### src/rtl/timing_unit.sv
// Instruction timing generator: a one-hot t0..t7 sequence per instruction, whose
// length depends on the opcode latched at t2, with halt, abort and a completed-instruction count.
module timing_unit #(
   parameter logic [2:0] HALT_OP = 3'b111
) (
   input  logic       clk,
   input  logic       rst_n,
   input  logic       start,
   input  logic       halt_req,
   input  logic       abort,
   input  logic [2:0] op,
   output logic       t0,
   output logic       t1,
   output logic       t2,
   output logic       t3,
   output logic       t4,
   output logic       t5,
   output logic       t6,
   output logic       t7,
   output logic       q1,
   output logic       q2,
   output logic       q3,
   output logic       running,
   output logic       done,
   output logic [7:0] icount
);

   logic [2:0] sc_q, sc_d;
   logic [2:0] ir_q, ir_d;
   logic       run_q, run_d;
   logic       hp_q, hp_d;
   logic [7:0] ic_q, ic_d;
   logic [2:0] last;
   logic [7:0] tvec;

   // Last timing cycle depends on the opcode class; t0..t2 never reach it since last >= 3.
   always_comb begin
      unique case (ir_q)
         3'd2:    last = 3'd5;
         3'd3:    last = 3'd7;
         default: last = 3'd3;
      endcase
   end

   always_comb begin
      sc_d  = sc_q;
      ir_d  = ir_q;
      run_d = run_q;
      hp_d  = hp_q;
      ic_d  = ic_q;
      if (!run_q) begin
         if (start) begin
            run_d = 1'b1;
            sc_d  = 3'd0;
         end
      end else if (abort) begin
         sc_d = 3'd0;
      end else if (sc_q == last) begin
         sc_d = 3'd0;
         ic_d = ic_q + 8'd1;
         hp_d = 1'b0;
         if (hp_q || halt_req || (ir_q == HALT_OP)) run_d = 1'b0;
      end else begin
         sc_d = sc_q + 3'd1;
         if (sc_q == 3'd2) ir_d = op;
         if (halt_req) hp_d = 1'b1;
      end
   end

   always_ff @(posedge clk or negedge rst_n) begin
      if (!rst_n) begin
         sc_q  <= 3'd0;
         ir_q  <= 3'd0;
         run_q <= 1'b0;
         hp_q  <= 1'b0;
         ic_q  <= 8'd0;
      end else begin
         sc_q  <= sc_d;
         ir_q  <= ir_d;
         run_q <= run_d;
         hp_q  <= hp_d;
         ic_q  <= ic_d;
      end
   end

   assign tvec = run_q ? (8'd1 << sc_q) : 8'd0;
   assign {t7, t6, t5, t4, t3, t2, t1, t0} = tvec;
   assign q1      = (ir_q == 3'd1);
   assign q2      = (ir_q == 3'd2);
   assign q3      = (ir_q == 3'd3);
   assign running = run_q;
   assign done    = run_q && (sc_q == last);
   assign icount  = ic_q;

endmodule

### config.mk
export PLATFORM = sky130hd
export DESIGN_NAME = timing_unit
export DESIGN_NICKNAME = d
export VERILOG_FILES = /design/src/rtl/timing_unit.sv
export SDC_FILE = /design/constraint.sdc
export NUM_CORES = 1
export LEC_CHECK = 0
export BUFFER_PORTS_ARGS = -buffer_cell sky130_fd_sc_hd__buf_2
export CORE_MARGIN = 2
export CORE_UTILIZATION = 48
export DETAILED_ROUTE_END_ITERATION = 7
export PLACE_DENSITY = 0.76
export SLEW_MARGIN = 20
export SYNTH_ARGS = -nofsm -noshare
export SYNTH_HDL_FRONTEND = slang
export SYNTH_SLANG_ARGS = --single-unit
### constraint.sdc
create_clock -name clk -period 2 [get_ports clk]
set_input_delay 0 -clock clk [delete_from_list [all_inputs] [get_ports clk]]
set_output_delay 0 -clock clk [all_outputs]
set_load 0.02 [all_outputs]
==> results of run 1 <==
## cells by family (layout without fill, tap and decap cells)
kind of cell	count (synthesis)	after routing	share of synthesized area
AOI/OAI and AO/OA	7	7	0.0582
xor gates and xnor gates	8	8	0.0795
adders and majority gates	7	7	0.0994
buffers and inverters	6	42	0.0256
DFF	16	16	0.455
muxes	4	4	0.0511
and+or+nand+nor	35	35	0.232
## power groups by stage
| stage | combinational [mW] | sequential [mW] | clock (mW) |
|---|---|---|---|
| final | 0.443 | 0.504 | 0.210 |
| after global routing | 0.496 | 0.518 | 0.226 |
| after CTS | 0.447 | 0.503 | 0.217 |
| after detailed placement | 0.439 | 0.509 | 0 |
| after global placement | 0.430 | 0.499 | 0 |
| after floorplan | 0.281 | 0.511 | 0 |
## metrics by stage
| stage | cell area (um2) | std cells | util |
|---|---|---|---|
| finish | 1140 | 144 | 0.659 |
| global route | 1140 | 144 | 0.659 |
| CTS | 1140 | 144 | 0.659 |
| detailed placement | 1050 | 135 | 0.609 |
| global placement | 1050 | 135 | 0.609 |
| floorplan | 881 | 83 | - |
## per-layer routing
layer	part of all wire	up-vias	global-route usage
li1	-	359	-
met1	0.47	362	0.267
met2	0.50	16	0.304
met3	0.028	0	0.0346
met4	0	0	0.0667
met5	0	-	0
## worst max-delay path by stage
stage                        start             endpoint  slack, ns
2_1_floorplan  sc_q[0]$_DFFE_PN0P_  ir_q[0]$_DFFE_PN0P_       0.25
3_3_place_gp   sc_q[0]$_DFFE_PN0P_  ir_q[2]$_DFFE_PN0P_       0.22
3_5_place_dp   sc_q[0]$_DFFE_PN0P_  ir_q[1]$_DFFE_PN0P_       0.18
4_1_cts        sc_q[0]$_DFFE_PN0P_  ir_q[1]$_DFFE_PN0P_       0.16
5_1_grt        sc_q[0]$_DFFE_PN0P_  ir_q[2]$_DFFE_PN0P_       0.08
6_report       sc_q[0]$_DFFE_PN0P_  ir_q[2]$_DFFE_PN0P_       0.15
## flip-flops by register name, summed over array words and instances, names as in the netlist
register,cells
sc_q,3
hp_q,1
icount,8
running,1
ir_q,3
## cell usage in the layout, fill, tap and decap left out, types with 2 or more instances in the layout
master / instances
buf_2: 28
nand2b_1: 2
nor2_1: 5
nand3_1: 6
and2_1: 5
inv_1: 4
nand2_1: 2
a21oi_1: 2
and3_1: 11
dlygate4sd3_1: 5
dfrtp_1: 16
mux2_2: 4
clkbuf_4: 3
ha_1: 7
xnor2_1: 7
## layout make-up
type,count,area (um2)
timing repair buffer,34,198
multi-input combinational,61,458
clock buffer,4,36.3
tap,25,31.3
inverter,4,15.0
sequential,16,400
fill,153,588
## repair_timing
action	4_1_cts	5_1_grt
setup endpoints to repair	0	0
hold endpoints to repair	21	0
hold buffers	5	0
## critical path, delay by kind of cell (launching register included)
family,cells,cell delay [ns]
DFF,1,0.45
muxes,1,0.29
and+or+nand+nor,2,0.73
AOI/OAI and AO/OA,1,0.26
==> metrics.md, run 1 <==
| Metric | Value |
|---|---|
| Max-slew violations | `0` |
| Pwr dens | `1020 mW/mm2` |
| Slowest cell on the critical path | `or4b_4` |
| DRC violations left | `0` |
| Number of synthesized flops with an enable pin | `0` |
| Post-synth cell types | `23` |
| Ranking of synthesized cells by area | `dfrtp_1, ha_1, and3_1` |
| Slew of the pin with the lowest slew margin | `0.369 ns` |
| Nets@finish | `135` |
| Reg power frac | `0.436` |
| Sw Pwr | `449 uW` |
| Cts repair resizes | `0` |
| Final WS setup | `0.153 ns` |
| CP peak stage delay | `0.54 ns` |
| Largest net degree at the start of global routing | `17` |
| CTS HTree Levels | `1` |
| Crit end category | `flop` |
| Drt via density | `5.12` |
| Buffers on Ports | `28` |
| Slew margin rel. | `0.753` |
| Sequential-to-total area share from yosys stat | `0.455` |
| Hold crit path type | `in2reg` |
| Post-CTS setup buffers | `0` |
| WL per Instance | `12.8 um` |
| Max Cap Violations | `0` |
| Setup-failing EPs final | `0` |
| Post-Route Setup TNS | `0 ns` |
| Hold WS | `0.0323 ns` |
| Flops & latches, synth | `16` |
| Clock root cell | `clkbuf_4` |
| Iteration-0 DRC Markers | `9` |
| Reg-to-reg startpoint | `sc_q[0]$_DFFE_PN0P_` |
| Clk Latency, worst-skew pair | `0.28 ns` |
| Number of routed nets with antenna violations | `0` |
| Vias in the first global route | `685` |
| Synthesized instance count | `83` |
| RSZ-0062 raised after global routing | `false` |
| Initial core utilization | `0.510` |
| Worst Hold Path EP | `sc_q[2]$_DFFE_PN0P_` |
| Top-area cell type share of the netlist area | `0.455` |
| Rows | `15` |
| Final period util | `0.924` |
| Initial antenna violation count | `0` |
| First-pass GRT wire length | `3000 um` |
| Critical-path cell list | `and2_1, a32o_1, or4b_4, mux2_2` |
| IR drop worst, VDD | `0.000657 V` |
| Via count | `737` |
| Antenna Diode Count | `0` |
| Reg clk slew, reported paths | `0.09 ns` |
| Post-synthesis average cell area | `10.6 um2` |
| Worst Path Required | `2.17 ns` |
| Fmax | `541 MHz` |
| Reg2reg setup slack | `0.15 ns` |
| DRT Wirelength | `1850 um` |
| CTS Buffer Depth | `2` |
| Fin. Hold Viols | `0` |
| Post-DP HPWL | `1390 um` |
| Clock Power Share | `0.181` |
| Clk sinks | `16` |
| Die area | `0.00219 mm2` |
| Die height | `46.8 um` |
| IO Pins | `29` |
| Internal | `708 uW` |
| GRT Util Overall | `0.192` |
| Dpl ws | `0.176 ns` |
| Type of origin of the critical path | `flop` |
| Core area | `0.00173 mm2` |
| Clock buffers created by TritonCTS | `3` |
| Most frequent cell after synthesis | `dfrtp_1` |
| Reg-to-Reg End | `ir_q[2]$_DFFE_PN0P_` |
| Post-route minimum period | `1.85 ns` |
| Synth Flop Type | `dfrtp_1` |
| Synth warnings | `0` |
| Worst reg2reg path depth | `4` |
| Placer congestion estimate | `0.767` |
| Worst EP arrival | `2.02 ns` |
| Crit Path Max Fanout | `7` |
| Setup CP Type | `reg2reg` |
| TritonCTS clock tree | `built` |
| Cell Area, Synth | `881 um2` |
| Final Skew | `0.00346 ns` |
| Gr ovfl total | `0` |
| Combinational share of power | `0.383` |
| Static Leak | `0.616 nW` |
| Tot Pwr | `1.16 mW` |
| Synth cell count leaders | `dfrtp_1, and3_1, ha_1, xnor2_1, nand3_1` |
| Switching share of power | `0.388` |
| Area Growth Syn to Fin | `29.3%` |
| Cell taking the most area after synthesis | `dfrtp_1` |
| Layout cells sized above 1 | `0.319` |
| Hold depth | `4` |
| Hold Crit Start | `start` |
| Fraction of registers with async set/reset | `1.00` |
| Syn nets | `98` |
| Die W | `46.8 um` |
| DR pass1 iterations | `4` |
| Status | `complete, no violations` |
Power figures use the tool's default switching activity.
==> run 2: changes to the inputs <==
--- a/config.mk
+++ b/config.mk
@@ -10,6 +10,7 @@
 export CORE_UTILIZATION = 48
 export DETAILED_ROUTE_END_ITERATION = 7
 export PLACE_DENSITY = 0.76
+export RECOVER_POWER = 25
 export SLEW_MARGIN = 20
 export SYNTH_ARGS = -nofsm -noshare
 export SYNTH_HDL_FRONTEND = slang
==> run 2 against run 1 <==
Net effect: setup slack unchanged; sequential power about the same; cell count unchanged; clock power about the same; combinational power about the same; hold slack about the same; non-clock buffer count unchanged; largest power group unchanged; first-iteration DRC count unchanged; core utilization down 0.072 points; global-route usage unchanged; flip-flop and latch count unchanged; via count unchanged.
==> metrics.md, run 2 (synthesized netlist as in run 1, its figures left out) <==
| Metric | Value |
|---|---|
| Clock root cell | `clkbuf_4 (unchanged)` |
| Die W | `46.8 um (unchanged)` |
| Most common cell after layout, fill and taps aside | `buf_2 (unchanged)` |
| Clk sinks | `16 (unchanged)` |
| Die area | `0.00219 mm2 (unchanged)` |
| Drt via density | `5.12 (unchanged)` |
| Layout cells sized above 1 | `0.311 (was 0.319)` |
| IO Pins | `29 (unchanged)` |
| IR drop worst, VDD | `0.000657 V (about the same)` |
| Post-Route Setup TNS | `0 ns (unchanged)` |
| WL per Instance | `12.8 um (about the same)` |
| Max Cap Violations | `0 (unchanged)` |
| Most frequent cells in the layout | `buf_2, dfrtp_1, and3_1, xnor2_1, ha_1 (unchanged)` |
| Die height | `46.8 um (unchanged)` |
| Worst reg2reg path depth | `4 (unchanged)` |
| Number of routed nets with antenna violations | `0 (unchanged)` |
| Type of origin of the critical path | `flop (unchanged)` |
| Hold WS | `0.0323 ns (about the same)` |
| Area Growth Syn to Fin | `29.1% (was 29.3%)` |
| DR pass1 iterations | `4 (unchanged)` |
| Worst path depth | `4 (unchanged)` |
| Worst EP arrival | `2.02 ns (about the same)` |
| Max-slew violations | `0 (unchanged)` |
| Hold depth | `4 (unchanged)` |
| Largest net degree at the start of global routing | `17 (unchanged)` |
| Critical-path cell list | `and2_1, a32o_1, or4b_4, mux2_2 (unchanged)` |
| Post-DP HPWL | `1390 um (unchanged)` |
| Slowest cell on the critical path | `or4b_4 (unchanged)` |
| Initial core utilization | `0.510 (unchanged)` |
| Critical path endpoint | `ir_q[2]$_DFFE_PN0P_ (unchanged)` |
| Initial antenna violation count | `0 (unchanged)` |
| Placer congestion estimate | `0.767 (unchanged)` |
| Static Leak | `0.613 nW (was 0.616 nW)` |
| Reg-to-Reg End | `ir_q[2]$_DFFE_PN0P_ (unchanged)` |
| Clk Latency, worst-skew pair | `0.28 ns (about the same)` |
| Largest register FFs | `8 (unchanged)` |
| GRT Util Overall | `0.192 (unchanged)` |
| CTS HTree Levels | `1 (unchanged)` |
| Reg clk slew, reported paths | `0.09 ns (about the same)` |
| Worst Path Required | `2.17 ns (about the same)` |
| Fmax | `541 MHz (unchanged)` |
| Final Skew | `0.00346 ns (unchanged)` |
| Status | `complete, no violations (unchanged)` |
| Crit end category | `flop (unchanged)` |
| Buffers on Ports | `28 (unchanged)` |
| Pwr dens | `1020 mW/mm2 (about the same)` |
| Final period util | `0.924 (unchanged)` |
| RSZ-0062 raised after global routing | `false (unchanged)` |
| CP peak stage delay | `0.54 ns (about the same)` |
| DRT Wirelength | `1850 um (about the same)` |
| Setup CP Type | `reg2reg (unchanged)` |
| Via count | `737 (unchanged)` |
| Post-route minimum period | `1.85 ns (unchanged)` |
| Core area | `0.00173 mm2 (unchanged)` |
| Crit Path Max Fanout | `7 (unchanged)` |
| Slew of the pin with the lowest slew margin | `0.859 ns (was 0.369 ns)` |
| Nets@finish | `135 (unchanged)` |
| Critical Path Start | `sc_q[0]$_DFFE_PN0P_ (unchanged)` |
| Final Util | `0.659 (about the same)` |
| CP top delay family | `simple AND/OR/NAND/NOR gates (unchanged)` |
| Hold crit path type | `in2reg (unchanged)` |
| CTS Buffer Depth | `2 (unchanged)` |
| First-pass GRT wire length | `3000 um (unchanged)` |
| Antenna Diode Count | `0 (unchanged)` |
| CP Buf/Inv Count | `0 (unchanged)` |
| Post-CTS setup buffers | `0 (unchanged)` |
| Clock buffers created by TritonCTS | `3 (unchanged)` |
| Reg2reg setup slack | `0.15 ns (about the same)` |
| Iteration-0 DRC Markers | `9 (unchanged)` |
| DRC violations left | `0 (unchanged)` |
| Cts repair resizes | `0 (unchanged)` |
| # hold bufs at CTS | `5 (unchanged)` |
| Reg-to-reg startpoint | `sc_q[0]$_DFFE_PN0P_ (unchanged)` |
| Vias in the first global route | `685 (unchanged)` |
| Setup-failing EPs final | `0 (unchanged)` |
| Slew margin rel. | `0.427 (was 0.753)` |
| Rows | `15 (unchanged)` |
| Gr ovfl total | `0 (unchanged)` |
| TritonCTS clock tree | `built (unchanged)` |
| Fin. Hold Viols | `0 (unchanged)` |
-- run 2: changes by cell type in the layout (fill, tap and decap cells not counted) --
cell      before  now
buf_2         28   27
clkbuf_1       0    1
-- run 2: final cells by class --
cell class / count / area, um2
Inverter: 4 / 15.0
Multi-Input combinational cell: 61 / 458
Tap cell: 25 / 31.3
Fill cell: 154 / 589
Timing Repair Buffer: 34 / 196
Sequential cell: 16 / 400
Clock buffer: 4 / 36.3
-- run 2: worst min path at each step --
stage,start,end,slack [ns]
CTS,start,sc_q[2]$_DFFE_PN0P_,0.03
finish,start,sc_q[2]$_DFFE_PN0P_,0.03
global route,start,sc_q[2]$_DFFE_PN0P_,0.05
global placement,rst_n,ir_q[1]$_DFFE_PN0P_,-0.07
detailed placement,rst_n,ir_q[1]$_DFFE_PN0P_,-0.07
floorplan,rst_n,hp_q$_DFFE_PN0P_,-0.30
-- run 2: worst min-delay path, cell delays in order --
cell	delay (ns)
buf_2	0.08
nor2_1	0.07
nand2_1	0.07
o31ai_1	0.06
-- run 2: routing by layer --
| layer | global-route usage | wire length [um] | up-vias |
|---|---|---|---|
| li1 | - | - | 359 |
| met1 | 0.267 | 868 | 362 |
| met2 | 0.304 | 925 | 16 |
| met3 | 0.0346 | 52 | 0 |
| met4 | 0.0667 | 0 | 0 |
| met5 | 0 | 0 | - |
-- run 2: power by group --
group	switching, mW	internal, mW	total, mW
sequential	0.105	0.399	0.504
combinational	0.246	0.197	0.443
clock	0.0992	0.111	0.210
total	0.449	0.707	1.16
-- run 2: per-stage QoR --
step | cell area [um2] | setup WS (ns) | instances | power (mW)
final | 1140 | 0.153 | 144 | 1.16
after global routing | 1140 | 0.0846 | 144 | 1.24
after CTS | 1140 | 0.158 | 144 | 1.17
after detailed placement | 1050 | 0.176 | 135 | 0.948
after global placement | 1050 | 0.218 | 135 | 0.929
after floorplan | 881 | 0.254 | 83 | 0.792
